$ cat src/rtl/cv32e40x_bch_predictor_if.sv
// rtl/cv32e40x_bch_predictor_if.sv - target-select type and ID/EX bundle for the branch predictor
package cv32e40x_bch_pkg;
   typedef enum logic [1:0] {
      CT_JAL  = 2'd0,
      CT_BCH  = 2'd1,
      CT_JALR = 2'd2
   } bch_jmp_mux_e;
endpackage

interface cv32e40x_bch_predictor_if;
   import cv32e40x_bch_pkg::*;

   bch_jmp_mux_e bch_jmp_mux_sel_i;
   logic [31:0]  pc_id_i;
   logic [31:0]  imm_uj_type_i;
   logic [31:0]  imm_sb_type_i;
   logic [31:0]  imm_i_type_i;
   logic [31:0]  jalr_fw_i;
   logic         id_bch_i;
   logic         id_ex_hs_i;
   logic         ex_flush_i;
   logic         ex_resolve_i;
   logic         ex_taken_i;
   logic [31:0]  bch_target_o;
   logic [31:0]  jmp_target_o;
   logic         bch_prediction_id_o;
   logic         ex_pred_valid_o;
   logic         ex_pred_taken_o;
   logic         ex_mispredict_o;

   // pipeline side: drives ID/EX status, consumes targets and predictions
   modport master (
      output bch_jmp_mux_sel_i, pc_id_i, imm_uj_type_i, imm_sb_type_i, imm_i_type_i,
             jalr_fw_i, id_bch_i, id_ex_hs_i, ex_flush_i, ex_resolve_i, ex_taken_i,
      input  bch_target_o, jmp_target_o, bch_prediction_id_o,
             ex_pred_valid_o, ex_pred_taken_o, ex_mispredict_o
   );

   // predictor side
   modport slave (
      input  bch_jmp_mux_sel_i, pc_id_i, imm_uj_type_i, imm_sb_type_i, imm_i_type_i,
             jalr_fw_i, id_bch_i, id_ex_hs_i, ex_flush_i, ex_resolve_i, ex_taken_i,
      output bch_target_o, jmp_target_o, bch_prediction_id_o,
             ex_pred_valid_o, ex_pred_taken_o, ex_mispredict_o
   );
endinterface

$ cat src/rtl/cv32e40x_bch_predictor.sv
// rtl/cv32e40x_bch_predictor.sv - ID-stage jump/branch target unit with counter-table branch predictor
module cv32e40x_bch_predictor
   import cv32e40x_bch_pkg::*;
#(
   parameter int BHT_DEPTH = 16,
   parameter int CNT_W     = 2,
   parameter int PRED_MODE = 1
) (
   input logic clk,
   input logic rst_n,
   cv32e40x_bch_predictor_if.slave bus
);

   localparam int IDX_W = $clog2(BHT_DEPTH);

   logic [31:0]      target;
   logic [IDX_W-1:0] id_idx;
   logic             table_pred;
   logic             ex_valid;
   logic             ex_pred;
   logic [IDX_W-1:0] ex_idx;
   logic             train;

   // target adder: one shared result drives both target outputs
   always_comb begin
      target = bus.jalr_fw_i + bus.imm_i_type_i;
      case (bus.bch_jmp_mux_sel_i)
         CT_JAL:  target = bus.pc_id_i + bus.imm_uj_type_i;
         CT_BCH:  target = bus.pc_id_i + bus.imm_sb_type_i;
         default: target = bus.jalr_fw_i + bus.imm_i_type_i;
      endcase
   end

   assign bus.bch_target_o = target;
   assign bus.jmp_target_o = target;

   // halfword-granular index so compressed instructions get their own entries
   assign id_idx = bus.pc_id_i[IDX_W:1];

   // only a live, unflushed tracked branch may update the table
   assign train = bus.ex_resolve_i & ex_valid & ~bus.ex_flush_i;

   generate
      if (PRED_MODE == 1) begin : g_dyn
         localparam logic [CNT_W-1:0] CNT_RST = CNT_W'((32'd1 << (CNT_W - 1)) - 32'd1);
         localparam logic [CNT_W-1:0] CNT_MAX = '1;
         localparam logic [CNT_W-1:0] CNT_ONE = CNT_W'(1);

         logic [CNT_W-1:0] cnt [BHT_DEPTH];

         // saturating counter update; ID reads the pre-edge value on a same-entry collision
         always_ff @(posedge clk or negedge rst_n) begin
            if (!rst_n) begin
               for (int i = 0; i < BHT_DEPTH; i++) begin
                  cnt[i] <= CNT_RST;
               end
            end else if (train) begin
               if (bus.ex_taken_i) begin
                  if (cnt[ex_idx] != CNT_MAX) cnt[ex_idx] <= cnt[ex_idx] + CNT_ONE;
               end else begin
                  if (cnt[ex_idx] != '0) cnt[ex_idx] <= cnt[ex_idx] - CNT_ONE;
               end
            end
         end

         assign table_pred = cnt[id_idx][CNT_W-1];
      end else begin : g_sta
         // backward branches (negative offset) predicted taken
         assign table_pred = bus.imm_sb_type_i[31];
      end
   endgenerate

   assign bus.bch_prediction_id_o = bus.id_bch_i & table_pred;

   // EX tracking register: flush wins, then a new load, then retirement on resolve
   always_ff @(posedge clk or negedge rst_n) begin
      if (!rst_n) begin
         ex_valid <= 1'b0;
         ex_pred  <= 1'b0;
         ex_idx   <= '0;
      end else if (bus.ex_flush_i) begin
         ex_valid <= 1'b0;
      end else if (bus.id_ex_hs_i) begin
         ex_valid <= bus.id_bch_i;
         ex_pred  <= bus.bch_prediction_id_o;
         ex_idx   <= id_idx;
      end else if (bus.ex_resolve_i) begin
         ex_valid <= 1'b0;
      end
   end

   assign bus.ex_pred_valid_o = ex_valid;
   assign bus.ex_pred_taken_o = ex_pred;
   assign bus.ex_mispredict_o = bus.ex_resolve_i & ex_valid & (bus.ex_taken_i != ex_pred);

endmodule

$ cat src/flat_wrapper.sv
// flat-port wrapper written by rule: the top's interface ports become plain ports
module cv32e40x_bch_predictor_flat import cv32e40x_bch_pkg::*;
#(
   parameter int BHT_DEPTH = 16,
   parameter int CNT_W     = 2,
   parameter int PRED_MODE = 1
)
  (clk, rst_n, bus_bch_jmp_mux_sel_i, bus_pc_id_i, bus_imm_uj_type_i, bus_imm_sb_type_i, bus_imm_i_type_i, bus_jalr_fw_i, bus_id_bch_i, bus_id_ex_hs_i, bus_ex_flush_i, bus_ex_resolve_i, bus_ex_taken_i, bus_bch_target_o, bus_jmp_target_o, bus_bch_prediction_id_o, bus_ex_pred_valid_o, bus_ex_pred_taken_o, bus_ex_mispredict_o);
  cv32e40x_bch_predictor_if bus_i ();
  input logic clk;
  input logic rst_n;
  input wire logic [$bits(bus_i.bch_jmp_mux_sel_i)-1:0] bus_bch_jmp_mux_sel_i;
  input wire logic [$bits(bus_i.pc_id_i)-1:0] bus_pc_id_i;
  input wire logic [$bits(bus_i.imm_uj_type_i)-1:0] bus_imm_uj_type_i;
  input wire logic [$bits(bus_i.imm_sb_type_i)-1:0] bus_imm_sb_type_i;
  input wire logic [$bits(bus_i.imm_i_type_i)-1:0] bus_imm_i_type_i;
  input wire logic [$bits(bus_i.jalr_fw_i)-1:0] bus_jalr_fw_i;
  input wire logic [$bits(bus_i.id_bch_i)-1:0] bus_id_bch_i;
  input wire logic [$bits(bus_i.id_ex_hs_i)-1:0] bus_id_ex_hs_i;
  input wire logic [$bits(bus_i.ex_flush_i)-1:0] bus_ex_flush_i;
  input wire logic [$bits(bus_i.ex_resolve_i)-1:0] bus_ex_resolve_i;
  input wire logic [$bits(bus_i.ex_taken_i)-1:0] bus_ex_taken_i;
  output wire logic [$bits(bus_i.bch_target_o)-1:0] bus_bch_target_o;
  output wire logic [$bits(bus_i.jmp_target_o)-1:0] bus_jmp_target_o;
  output wire logic [$bits(bus_i.bch_prediction_id_o)-1:0] bus_bch_prediction_id_o;
  output wire logic [$bits(bus_i.ex_pred_valid_o)-1:0] bus_ex_pred_valid_o;
  output wire logic [$bits(bus_i.ex_pred_taken_o)-1:0] bus_ex_pred_taken_o;
  output wire logic [$bits(bus_i.ex_mispredict_o)-1:0] bus_ex_mispredict_o;
  assign bus_i.bch_jmp_mux_sel_i = bus_bch_jmp_mux_sel_i;
  assign bus_i.pc_id_i = bus_pc_id_i;
  assign bus_i.imm_uj_type_i = bus_imm_uj_type_i;
  assign bus_i.imm_sb_type_i = bus_imm_sb_type_i;
  assign bus_i.imm_i_type_i = bus_imm_i_type_i;
  assign bus_i.jalr_fw_i = bus_jalr_fw_i;
  assign bus_i.id_bch_i = bus_id_bch_i;
  assign bus_i.id_ex_hs_i = bus_id_ex_hs_i;
  assign bus_i.ex_flush_i = bus_ex_flush_i;
  assign bus_i.ex_resolve_i = bus_ex_resolve_i;
  assign bus_i.ex_taken_i = bus_ex_taken_i;
  assign bus_bch_target_o = bus_i.bch_target_o;
  assign bus_jmp_target_o = bus_i.jmp_target_o;
  assign bus_bch_prediction_id_o = bus_i.bch_prediction_id_o;
  assign bus_ex_pred_valid_o = bus_i.ex_pred_valid_o;
  assign bus_ex_pred_taken_o = bus_i.ex_pred_taken_o;
  assign bus_ex_mispredict_o = bus_i.ex_mispredict_o;
  cv32e40x_bch_predictor #(.BHT_DEPTH(BHT_DEPTH), .CNT_W(CNT_W), .PRED_MODE(PRED_MODE)) u_core (.clk(clk), .rst_n(rst_n), .bus(bus_i));
endmodule
$ cat config.mk
export PLATFORM = sky130hd
export DESIGN_NAME = cv32e40x_bch_predictor_flat
export DESIGN_NICKNAME = d
export VERILOG_FILES = /design/src/rtl/cv32e40x_bch_predictor_if.sv /design/src/rtl/cv32e40x_bch_predictor.sv /design/src/flat_wrapper.sv
export SDC_FILE = /design/constraint.sdc
export NUM_CORES = 1
export LEC_CHECK = 0
export CORE_MARGIN = 2
export CORE_UTILIZATION = 40
export DETAILED_ROUTE_END_ITERATION = 7
export GPL_ROUTABILITY_DRIVEN = 0
export PLACE_DENSITY = 0.78
export SYNTH_ARGS = -nofsm -noshare
export SYNTH_HDL_FRONTEND = slang
export SYNTH_SLANG_ARGS = --single-unit
$ cat constraint.sdc
create_clock -name clk -period 7 [get_ports clk]
set_input_delay 1.4 -clock clk [delete_from_list [all_inputs] [get_ports clk]]
set_output_delay 1.4 -clock clk [all_outputs]
set_load 0.05 [all_outputs]
# Word-level counts from Yosys, hierarchy flattened
# Cells that the tools add are included.
[word_totals]
ff_bits = 38
elab_cells = 62
input_bits = 169
output_inout_bits = 68
[classes]
magnitude_cmp = 3
n_reduce_logical = 7
n_bitwise = 7
n_eq_ne = 4
n_addsub = 5
mux = 17
[ops]
columns = ["op", "n"]
rows = [
  ["32-bit adder", 3],
  ["32-bit two-way mux", 3],
  ["32-bit bitwise mux", 2],
  ["32-bit one-hot mux with 2 select lines", 1],
  ["2-bit binary-select mux with 4-bit select", 2],
  ["5-bit greater-or-equal comparator, second input constant", 2],
  ["2-bit two-way mux", 5],
  ["4-bit NOT with 5-bit output", 2],
  ["2-bit demux with 4-bit select", 1],
  ["5-bit by 1-bit < comparator with 1-bit output, second input constant", 1],
  ["1-bit bitwise AND", 4],
  ["2-bit nonzero test", 2],
  ["1-bit two-way mux", 3],
  ["3-bit AND reduction", 1],
  ["3-bit nonzero test", 1],
  ["2-bit by 1-bit adder with 2-bit output, second input constant", 1],
  ["2-bit by 1-bit == test with 1-bit output, second input constant", 1],
  ["2-bit zero test", 1],
  ["2-bit by 1-bit inequality test with 1-bit output, second input constant", 1],
  ["2-bit inequality test, second input constant", 1],
  ["2-bit AND reduction", 1],
  ["2-bit by 1-bit subtractor with 2-bit output, second input constant", 1],
  ["1-bit logical AND", 1],
  ["1-bit inequality test", 1],
  ["1-bit NOT", 1],
]

# Longest topological paths before layout
[depth]
ltp_word = 8
depth_mapped = 17

# Worst setup path after synthesis
# OpenSTA, ideal clock, no wires.
[synth_path]
path_type = "input-to-output"
start = "in bus_bch_jmp_mux_sel_i[1]"
end = "out bus_jmp_target_o[30]"
n_path_buf = 2
t_arrival_ns = 5.620
path_stages = 17
required_ns = 5.600
path_slack_ns = -0.020
cell_sequence = "inv_1 nand2_1 buf_1 mux2_2 ha_1 inv_1 fa_1 nand2b_1 a21oi_2 o211ai_2 o31ai_2 a41oi_4 o2111ai_1 nand2_1 mux2i_1 nor3_1 buf_4"
[synth_via]
elab_chain_cells = 2
word_cells_on_any_way = 3
classes_between = "eq/ne: 1; mux: 1; reduce/logical: 1"
[synth_lines]
columns = ["element", "line_no", "text"]
rows = [
  ["start: declaration", "flat_wrapper.sv:12", "input wire logic [$bits(bus_i.bch_jmp_mux_sel_i)-1:0] bus_bch_jmp_mux_sel_i;"],
  ["2-bit by 1-bit == test with 1-bit output / 2-bit zero test (equally long branches)", "cv32e40x_bch_predictor.sv:27", "case (bus.bch_jmp_mux_sel_i)"],
  ["32-bit one-hot mux with 2 select lines *", "cv32e40x_bch_predictor.sv:27", ""],
  ["end: declaration", "flat_wrapper.sv:24", "output wire logic [$bits(bus_i.jmp_target_o)-1:0] bus_jmp_target_o;"],
]
# Mark *: on every way between the ends. The rest lies on a longest branch, timed or not.

# Worst setup path after layout
[layout_path]
start = "in bus_bch_jmp_mux_sel_i[0]"
end = "out bus_bch_target_o[27]"
[layout_via]
elab_chain_cells = 2
word_cells_on_any_way = 3
classes_between = "eq/ne: 1; mux: 1; reduce/logical: 1"
[layout_lines]
columns = ["element", "line_no", "text"]
rows = [
  ["2-bit by 1-bit == test with 1-bit output / 2-bit zero test (equally long branches)", "cv32e40x_bch_predictor.sv:27", ""],
  ["32-bit one-hot mux with 2 select lines *", "cv32e40x_bch_predictor.sv:27", ""],
  ["end: declaration", "flat_wrapper.sv:23", "output wire logic [$bits(bus_i.bch_target_o)-1:0] bus_bch_target_o;"],
]
# Marks and branches as above.

==> summary.txt <==
status: completed
hold buffer count at cts: 0
Seq pwr share: 15.5%
Max Cap Viol: 0
vias in the first global route: 5967
Top Ports: 237
synth unique cells: 69
WS Path Type: input pin to output port
predominant post-synthesis flop cell: dfrtp_1
PwrDens: 193.5 mW/mm^2
Mapped Cells: 726
top-area cell type share of the netlist area: 13.75%
WP data required: 5.60 ns
Worst-Margin Slew: 1.165 ns
grt ovf: 0
CTS Buf Count: 5
EDFF count, synth: 0
FF-to-FF setup slack: 2.97 ns
XOR/XNOR Fraction of Synth Area: 6.895%
largest net degree at the start of global routing: 60
share of cells above drive strength 1: 20.86%
post-synthesis sequential area ratio: 15.92%
Fill cells: 1275
H-tree Lvls: 2
DR WL/cell: 17.50 um
Synth area leader: ha_1
CTS tree: built
area grow syn2layout: 50.52%
core area: 0.01503 mm^2
worst r2r dst: u_core.g_dyn.cnt[25]
total track usage: 22.87%
Avg Cell Area, Syn: 8.398 um^2
clock power share: 12.6%
Slew headroom: 21.75%
final count of negative-setup-slack endpoints: 0
Logic pwr share: 71.9%
clock sink count: 38
row count: 45
final hold violation count: 0
Final nets: 1162
adder-cell share of the synthesized area: 14.41%
Post-CTS Setup Bufs: 0
Peak VDD IR: 0.1867 mV
initial antenna violation count: 1
final period utilization: 95.15%
routed vias/inst: 5.608
starting DRC count in detailed routing: 408
post-route ant nets: 0
Die H: 127.5 um
Worst R2R Start: u_core.ex_idx[0]
Reg area: 970.9 um^2
largest cells by area after synthesis: ha_1 14%, mux2_2 10%, dfrtp_1 9.0%, dfstp_2 6.9%, a21oi_1 6.2%
first-pass GRT wire length: 30260 um
# DRC: 0
clock slew at reported path FFs: 0.05 ns
vias post-DR: 6247
CP endpoint kind: output port
CTS Root Buffer Type: clkbuf_16
Arrival @ worst endpoint: 5.26 ns
P_sw: 792.7 uW
DR pass1 iterations: 5
initial core utilization: 40.56%
clk_skew: 0.003340 ns
DP Wirelength: 16340 um
Synth Area in Simple Gates: 15.97%
maximum clock frequency: 150.1 MHz
CP max FO: 13
Hold Crit Depth: 2
port bufs: 236
CTS max path bufs: 2
P_int: 983.6 uW
total power: 1776 uW
setup_tns: 0 ns
Hold Path Class: flop to flop
post-layout min period: 6.660 ns
RSZ-0062 raised after global routing: no
Switching Fraction: 44.62%
worst reg2reg path depth: 11
Placed Area: 0.009027 mm^2
post_cts resized: 0
crit start category: input pin
Multi-input gate area: 0.004723 mm^2
#FFs+latches synth: 38
post-synthesis compound-gate area fraction: 23.29%
clk_lat worst skew: 0.28 ns
largest family of logic cells by synthesized area: compound AO/OA/AOI/OAI gates
leakage dissipation: 0.003914 uW
YS warnings: 0
mapped cell area: 0.006097 mm^2
drt total wl: 19500 um
final instance area: 0.009178 mm^2
post-synth net total: 964
die width: 127.5 um
mux cell area share after synthesis: 16.83%
die footprint: 0.01625 mm^2
Post-synth ARST share: 100.0%
Pins Over Slew Limit: 0
synth_stat cells (13+ instances only):
cell      count
nand3_1      17
xor2_1       18
a21oi_1      75
nand2b_1     15
nor3_1       13
inv_1        22
nand2_1      59
nor2_1       59
buf_4        32
ha_1         67
mux2_2       56
mux4_2       14
o21ai_0      38
a21o_1       23
clkbuf_1     14
dfrtp_1      22
dfstp_2      16
xnor2_1      30
critical path, stage by stage:
cell	delay [ns]
clkdlybuf4s50_1	0.40
nand2_1	0.11
buf_4	0.23
mux2_2	0.37
ha_1	0.29
a211oi_1	0.31
o21ai_1	0.16
o21ai_0	0.28
o21ai_1	0.16
a21oi_1	0.30
o21ai_1	0.21
a2111oi_0	0.41
a221o_1	0.19
nand3b_1	0.22
buf_12	0.23
routing by layer:
metal	share of wire, %	track usage (%)	routed length [um]
met2	50	40.04	9733
met1	41	30.16	7998
met5	0	0	0
met4	2.1	4.848	414
met3	6.9	3.015	1354
layout by cell type, fill, tap and decap left out, types with 3 or more instances in the layout:
cell | Yosys | layout
clkdlybuf4s50_1 | 0 | 171
a21oi_1 | 75 | 75
ha_1 | 67 | 67
buf_12 | 0 | 60
nand2_1 | 59 | 59
nor2_1 | 59 | 59
mux2_2 | 56 | 56
o21ai_0 | 38 | 38
xnor2_1 | 30 | 30
a21o_1 | 23 | 23
inv_1 | 22 | 22
dfrtp_1 | 22 | 22
xor2_1 | 18 | 18
nand3_1 | 17 | 17
dfstp_2 | 16 | 16
nand2b_1 | 15 | 15
mux4_2 | 14 | 14
buf_4 | 32 | 13
nor3_1 | 13 | 12
o211ai_1 | 10 | 10
nor2b_1 | 10 | 10
mux2i_1 | 8 | 8
nand4_1 | 8 | 8
a211oi_1 | 8 | 8
o21ai_1 | 7 | 7
clkbuf_16 | 0 | 5
and3_1 | 4 | 4
a31oi_1 | 4 | 4
or2_2 | 3 | 3
a21oi_2 | 3 | 3
o211ai_2 | 3 | 3
o2111ai_1 | 3 | 3
and2_1 | 3 | 3
a31o_2 | 3 | 3
o31ai_1 | 3 | 3
or4_1 | 3 | 3
metrics by stage:
stage	instances	util (%)	hold slack, ns	setup slack (ns)
floorplan	726	-	0.4559	0.04987
global placement	1105	60.05	0.4635	0.4873
detailed placement	1105	60.05	0.4715	0.3826
CTS	1113	61.03	0.4798	0.3708
global route	1114	61.05	0.5082	0.07339
finish	1114	61.05	0.4769	0.3398
how the worst max path moves through the flow:
stage | start | end | slack, ns | cells after the start
6_report | bus_bch_jmp_mux_sel_i[0] | bus_bch_target_o[27] | 0.34 | 15
4_1_cts | bus_bch_jmp_mux_sel_i[0] | bus_bch_target_o[27] | 0.37 | 15
2_1_floorplan | bus_bch_jmp_mux_sel_i[1] | bus_jmp_target_o[29] | 0.05 | 15
3_5_place_dp | bus_bch_jmp_mux_sel_i[0] | bus_bch_target_o[27] | 0.38 | 15
3_3_place_gp | bus_bch_jmp_mux_sel_i[0] | bus_jmp_target_o[24] | 0.49 | 17
5_1_grt | bus_bch_jmp_mux_sel_i[0] | bus_bch_target_o[27] | 0.07 | 15
logic make-up after synthesis:
group | after synthesis
AO/OA/AOI/OAI | 212
multiplexers | 78
buffers and inverters | 76
XOR/XNOR | 48
AND/OR/NAND/NOR | 205
flip-flops | 38
adder cells (fa/ha/maj) | 69
power by group through the flow:
stage	clock [uW]	sequential (uW)	combinational, uW
2_1_floorplan	0	260	773
3_3_place_gp	0	276	1260
3_5_place_dp	0	279	1270
4_1_cts	226	275	1280
5_1_grt	236	279	1350
6_report	224	275	1280
cell type report:
class	instances	share of cell area, %
clock buffers	7	1.554
well taps	188	2.563
diodes	1	0.02727
multi-input cells	612	51.47
repair buffers	245	32.86
inverters	22	0.8998
clock inverters	1	0.05453
flip-flops and latches	38	10.58
No activity file was read; power rests on OpenSTA's default activity.
